$ cat config.mk
export PLATFORM = sky130hd
export DESIGN_NAME = iter_add_sub
export DESIGN_NICKNAME = d
export VERILOG_FILES = /design/src/rtl/iter_add_sub.sv
export SDC_FILE = /design/constraint.sdc
export NUM_CORES = 1
export LEC_CHECK = 0
export BUFFER_PORTS_ARGS = -buffer_cell sky130_fd_sc_hd__buf_2
export CORE_AREA = 3 3 90 92
export DETAILED_ROUTE_END_ITERATION = 16
export DIE_AREA = 0 0 93 95
export PLACE_DENSITY = 0.53
export REMOVE_ABC_BUFFERS = 1
export SKIP_CTS_REPAIR_TIMING = 1
export SLEW_MARGIN = 20
export SYNTH_ARGS = -nofsm -noshare
export SYNTH_HDL_FRONTEND = slang
export SYNTH_SLANG_ARGS = --single-unit
$ cat constraint.sdc
create_clock -name i_clk -period 4 [get_ports i_clk]
set_input_delay 0.2 -clock i_clk [delete_from_list [all_inputs] [get_ports i_clk]]
set_output_delay 0.2 -clock i_clk [all_outputs]
set_load 0.05 [all_outputs]
$ cat src/rtl/iter_add_sub.sv
// Iterative chunked adder/subtractor.
// Adds CHUNK bits per cycle, rippling the carry through a register, so a
// WIDTH-bit add/sub takes N = WIDTH/CHUNK cycles of CALC.
// Handshake: request side valid/ready, result side valid/ready.
module iter_add_sub #(
    parameter int WIDTH = 16,
    parameter int CHUNK = 4
) (
    input  logic             i_clk,
    input  logic             i_rst,
    input  logic             i_valid,
    output logic             o_ready,
    input  logic [WIDTH-1:0] i_a,
    input  logic [WIDTH-1:0] i_b,
    input  logic             i_c_in,
    input  logic             i_sub,
    output logic             o_valid,
    input  logic             i_ready,
    output logic [WIDTH-1:0] o_sum,
    output logic             o_cout,
    output logic             o_ovf
);

    localparam int N  = WIDTH / CHUNK;
    localparam int KW = (N > 1) ? $clog2(N) : 1;

    typedef enum logic [1:0] {IDLE, CALC, DONE} state_t;

    state_t           state;
    logic [WIDTH-1:0] a_reg;
    logic [WIDTH-1:0] b_reg;     // already inverted in subtract mode
    logic             carry;
    logic [KW-1:0]    k;

    logic [31:0]      sh;
    logic [CHUNK-1:0] chunk_a;
    logic [CHUNK-1:0] chunk_b;
    logic [CHUNK:0]   chunk_sum;
    logic             last;

    // Select chunk k of both operands and add it with the running carry
    always_comb begin
        sh        = 32'(k) * 32'(CHUNK);
        chunk_a   = CHUNK'(a_reg >> sh);
        chunk_b   = CHUNK'(b_reg >> sh);
        chunk_sum = {1'b0, chunk_a} + {1'b0, chunk_b} + {{CHUNK{1'b0}}, carry};
        last      = (k == KW'(N - 1));
    end

    // Control FSM and datapath registers; all outputs are registered
    always_ff @(posedge i_clk) begin
        if (i_rst) begin
            state   <= IDLE;
            o_ready <= 1'b1;
            o_valid <= 1'b0;
            o_sum   <= '0;
            o_cout  <= 1'b0;
            o_ovf   <= 1'b0;
            k       <= '0;
            carry   <= 1'b0;
            a_reg   <= '0;
            b_reg   <= '0;
        end else begin
            case (state)
                IDLE: begin
                    if (i_valid && o_ready) begin
                        a_reg   <= i_a;
                        b_reg   <= i_sub ? ~i_b : i_b;
                        // subtract is A + ~B + 1, a borrow-in cancels the +1
                        carry   <= i_c_in ^ i_sub;
                        k       <= '0;
                        o_sum   <= '0;
                        o_ready <= 1'b0;
                        state   <= CALC;
                    end
                end
                CALC: begin
                    // o_sum was cleared on accept, so OR-ing the chunk in is enough
                    o_sum <= o_sum | (WIDTH'(chunk_sum[CHUNK-1:0]) << sh);
                    carry <= chunk_sum[CHUNK];
                    k     <= k + 1'b1;
                    if (last) begin
                        k       <= '0;
                        o_cout  <= chunk_sum[CHUNK];
                        o_ovf   <= (a_reg[WIDTH-1] == b_reg[WIDTH-1]) &&
                                   (chunk_sum[CHUNK-1] != a_reg[WIDTH-1]);
                        o_valid <= 1'b1;
                        state   <= DONE;
                    end
                end
                DONE: begin
                    if (i_ready) begin
                        o_valid <= 1'b0;
                        o_ready <= 1'b1;
                        state   <= IDLE;
                    end
                end
                default: begin
                    o_valid <= 1'b0;
                    o_ready <= 1'b1;
                    state   <= IDLE;
                end
            endcase
        end
    end

endmodule
Word level (Yosys, flattened, before mapping)
Index checks and enable logic that the tools add are counted.
{"block": "word_totals", "ff_bits": 57, "inputBits": 38, "out_inout_bits": 20}
{"block": "classes", "add_sub_neg": 3, "eq_ne": 8, "shifts": 3, "muxes": 18, "bitwise": 5, "n_reduce_logical": 10}
{"operator": "$mux W16", "count": 2}
{"operator": "$pmux W16 S2", "count": 1}
{"operator": "$shr A16 B4 Y4", "count": 2}
{"operator": "$not A16 Y16", "count": 1}
{"operator": "$or A16 B16 Y16", "count": 1}
{"operator": "$shl A4 B4 Y16", "count": 1}
{"operator": "$mux W2", "count": 5}
{"operator": "$reduce_and A3 Y1", "count": 3}
{"operator": "$ne A2 B2 Y1 const B", "count": 3}
{"operator": "$pmux W1 S3", "count": 2}
{"operator": "$pmux W2 S3", "count": 1}
{"operator": "$reduce_and A2 Y1", "count": 3}
{"operator": "$add A4 B4 Y5", "count": 1}
{"operator": "$add A5 B1 Y5", "count": 1}
{"operator": "$mux W1", "count": 5}
{"operator": "$eq A2 B2 Y1 const B", "count": 2}
{"operator": "$pmux W2 S2", "count": 1}
{"operator": "$add A2 B1 Y2 const B", "count": 1}
{"operator": "$eq A2 B1 Y1 const B", "count": 1}
{"operator": "$logic_and A1 B1 Y1", "count": 2}
{"operator": "$logic_not A2 Y1", "count": 1}
{"operator": "$not A1 Y1", "count": 2}
{"operator": "$pmux W1 S2", "count": 1}
{"operator": "$reduce_bool A2 Y1", "count": 1}
{"operator": "3 further kinds", "count": 3}

Depth between registers and ports, before layout
{"block": "depth", "ltp_word": 6, "depth_mapped": 9, "depth_no_buf": 7}

Worst setup path after synthesis
Ideal clock, no wire load.
{"block": "synth_path", "kind": "register to register", "from": "register k[1]", "to": "register carry", "setup_time_ns": 0.123, "arrival_time_ns": 2.695, "required_ns": 3.877, "path_slack_ns": 1.182, "stages_incl_launch_ff": 10, "n_path_buf": 2, "synth_period_minus_slack_ns": 2.818, "cell_sequence": "dfxtp_1 clkbuf_1 clkbuf_1 mux4_2 fa_1 fa_1 a21o_2 a21oi_1 o221ai_1 nor2b_1"}
{"block": "synth_via", "elab_chain_cells": 4, "elab_cells_between_ends": 5, "cone_classes": "add/sub (2); shift (2); mux (1)"}
{"item": "from (decl)", "line": "33", "text": "logic [KW-1:0] k;"}
{"item": "from (signal assigned)", "line": "81", "text": "k <= k + 1'b1;"}
{"item": "$shr A16 B4 Y4 (on tied branches)", "line": "44, 45"}
{"item": "$add A4 B4 Y5 (*)", "line": "46", "text": "chunk_sum = {1'b0, chunk_a} + {1'b0, chunk_b} + {{CHUNK{1'b0}}, carry};"}
{"item": "$add A5 B1 Y5 (*)", "line": "46"}
{"item": "$pmux W1 S2 (*)", "line": "64", "text": "case (state)"}
{"item": "to (signal assigned)", "line": "70", "text": "carry <= i_c_in ^ i_sub;"}
{"item": "to (signal assigned)", "line": "80", "text": "carry <= chunk_sum[CHUNK];"}
{"item": "to (decl)", "line": "32", "text": "logic carry;"}
Mark *: on every way between the ends. The rest lies on a longest branch, timed or not.
A chain may end at the register's enable or synchronous reset.

Worst setup path in the final report
{"block": "layout_path", "from": "register k[0]", "to": "register o_ovf"}
{"block": "layout_via", "elab_chain_cells": 5, "elab_cells_between_ends": 8, "cone_classes": "add/sub (2); eq/ne (2); shift (2); reduce/logical (2)"}
{"item": "$shr A16 B4 Y4 (on tied branches)", "line": "44, 45"}
{"item": "$add A4 B4 Y5", "line": "46"}
{"item": "$add A5 B1 Y5", "line": "46"}
{"item": "$ne A1 B1 Y1", "line": "86", "text": "(chunk_sum[CHUNK-1] != a_reg[WIDTH-1]);"}
{"item": "$logic_and A1 B1 Y1", "line": "85", "text": "o_ovf <= (a_reg[WIDTH-1] == b_reg[WIDTH-1]) &&"}
{"item": "to (signal assigned)", "line": "85"}
{"item": "to (decl)", "line": "21", "text": "output logic o_ovf"}
Parallel ways exist; a longest one is shown, timed or not.

==> out/qor.csv <==
stage;metric;value;unit
die;rows;31;
route;detail-route-antenna-nets;0;
timing;slew_headroom;34.3;%
route;vias;2066;
clocking;cts_sinks;57;
run_status;status;finished clean;
synthesis;ys_types;38;
worst_setup_path;ff2ff_setup_slack;1.09;ns
worst_setup_path;r2r_cells;7;
synthesis;yosysTopAreaCellShare;45.0;%
synthesis;synth_compound_area_share;16.5;%
placed_design;place.gp.congestion;0.711;
synthesis;synth-seq-cells;57;
synthesis;synthCells;276;
synthesis;synthAdderAreaFrac;3.55;%
worst_setup_path;r2r_start;k[0];
synthesis;synth_top_family_by_area;simple AND/OR/NAND/NOR gates;
die;fp.dieW;93;µm
route;drc;0;
grt;grt_overflow_total;0;
final_layout;drive_above_1_share;26.7;%
die;initial_utilization;34.8;%
die;core;0.00729;mm²
die;die_h;95;µm
clocking;cts_tree;yes;
route;viasPerCell;4.82;
timing;rsz0062_at_grt;false;
grt;track_usage;13.9;%
synthesis;ys_seq_area_share;45.0;%
synthesis;synth_most_common_cell;dfxtp_1;
worst_setup_path;critical_path.max_fanout;11;
timing;fin_worst_skew;0.00529;ns
synthesis;synth.avg_cell_area;9.18;µm²
timing;setup_tns;0;ns
timing;finalCritPeriodShare;72.8;%
timing;hold_viol_final;0;
die;die_area;0.00884;mm²
synthesis;netlist_area;0.00253;mm²
clocking;worstSkewPairLatency;0.33;ns
final_layout;multi_input_area;0.00130;mm²
clocking;cts.reportedPaths.clkPinSlew;0.06;ns
synthesis;muxShareOfSynthArea;7.11;%
worst_hold_path;min_path_type;in2reg;
final_layout;fillers;784;
synthesis;synth_ff_type;dfxtp_1;
timing;setup_viol;0;
placed_design;io_buffers;57;
worst_hold_path;hold_end;a_reg[3];
grt;antenna_found_initial;0;
power_and_ir_drop;peakVddDrop;0.131;mV
worst_setup_path;critPathCaptureType;register;
final_layout;syn_to_final_growth;21.7;%
final_layout;regArea;0.00114;mm²
power_and_ir_drop;power_density;439;mW/mm²
worst_setup_path;r2r-end;o_ovf;
worst_setup_path;critPathKind;reg2reg;
grt;grt_max_degree;54;
job;drv_cap;0;
route;wirelength;5730;µm
clocking;cts-htree-levels;3;
grt;grt_pass1_wl;9600;µm
synthesis;yosysTopAreaCell;dfxtp_1;
synthesis;synth-simple-area-share;17.4;%
route;drtIter0Drc;70;
synthesis;async_flop_share;0;%
grt;grt_pass1_vias;1992;
power_and_ir_drop;power_leakage;1.21;nW
final_layout;final_util;42.3;%
timing;post-route-min-period;2.91;ns
worst_hold_path;min_from;i_a[3];
route;wl_per_cell;13.4;µm
die;io_pins;58;
synthesis;synth_commonest_cells;dfxtp_1 (57), nand2_1 (41), nor2_1 (35);
worst_hold_path;min_path_cells;3;
synthesis;synth_warnings;0;
timing;finalMaxSlewViolations;0;
worst_setup_path;cp-start-kind;register;
final_layout;nNetsFinal;369;
synthesis;synth_enable_flop_cells;0;
worst_setup_path;crit_required;4.23;ns
clocking;cts_buffer_depth;2;
clocking;cts_buffers;9;
synthesis;ys_top_cells_by_area;dfxtp_1 (45%), mux4_2 (7.1%), xnor2_1 (6.2%), nand2_1 (6.1%), nor2_1 (5.2%);
synthesis;synth-xor-area-share;6.22;%
final_layout;n_antenna_cell;0;
worst_setup_path;arrival;3.15;ns
clocking;cts.root.buffer_cell;clkbuf_8;
route;firstDrtPassIters;4;
timing;tightestPinTransition;0.986;ns
timing;fmax;343;MHz
placed_design;dp_hpwl;4020;µm
layout by cell type (no fill, tap or decap), types with 2 or more instances in the layout:
cell      instances
dfxtp_1          57
buf_2            57
nand2_1          41
nor2_1           35
a21oi_1          22
xnor2_1          18
a211oi_1         17
clkbuf_8         13
mux4_2            8
a32oi_1           6
nand2b_1          4
nor2b_1           4
nor3_1            4
ha_1              4
buf_4             4
nand3_1           3
o21ai_0           3
inv_1             2
nor4_1            2
o21a_1            2
or4_1             2
a41oi_1           2
fa_1              2
clkinv_2          2
logic make-up after synthesis:
family	Yosys count
AND/OR/NAND/NOR	100
AO/OA/AOI/OAI	62
flip-flops	57
buffers and inverters	25
XOR/XNOR	18
multiplexers	8
adder cells (fa/ha/maj)	6
routing by layer:
metal | vias to the layer above | global-route usage, % | routed length (µm)
met5 | - | 0 | 0
met4 | 0 | 6.59 | 97
met3 | 9 | 3.59 | 255
met2 | 44 | 20.9 | 2550
met1 | 940 | 18.7 | 2830
li1 | 1073 | - | -
per-stage QoR:
stage / instance area (µm²) / hold WS (ns) / setup slack [ns] / power, mW / instances
after global routing: 3080 / 0.108 / 0.847 / 1.42 / 429
after CTS: 3080 / 0.0899 / 1.06 / 1.37 / 428
after floorplan: 2440 / 0.269 / -1.37 / 0.785 / 253
after detailed placement: 2880 / 0.445 / 1.08 / 0.861 / 412
final: 3080 / 0.103 / 1.09 / 1.35 / 429
after global placement: 2880 / 0.444 / 1.14 / 0.860 / 412
critical path, cell delays in order, from the launching register on:
cell      delay [ns]
dfxtp_1         0.56
buf_4           0.28
mux4_2          0.52
ha_1            0.37
a21oi_1         0.20
a21boi_1        0.16
or4_1           0.48
a311oi_1        0.25
how the worst max path moves through the flow:
stage	from	end	slack, ns
2_1_floorplan	o_ready	o_sum[2]	-1.37
3_3_place_gp	k[0]	o_ovf	1.14
3_5_place_dp	k[0]	o_ovf	1.08
4_1_cts	k[0]	o_ovf	1.06
5_1_grt	k[0]	o_ovf	0.85
6_report	k[0]	o_ovf	1.09
cell type report:
class | instances | area share, %
repair buffers | 61 | 10.2
clock inverters | 2 | 0.325
multi-input cells | 194 | 42.3
clock buffers | 14 | 5.92
flip-flops and latches | 57 | 37.0
well taps | 99 | 4.02
inverters | 2 | 0.243
power by group:
part | leakage [nW] | internal (mW) | switching, mW
clock network | 0.102 | 0.291 | 0.215
registers | 0.466 | 0.603 | 0.0256
logic | 0.643 | 0.0942 | 0.124
total | 1.21 | 0.988 | 0.365
Note: power is estimated with default switching activity, not from simulation.
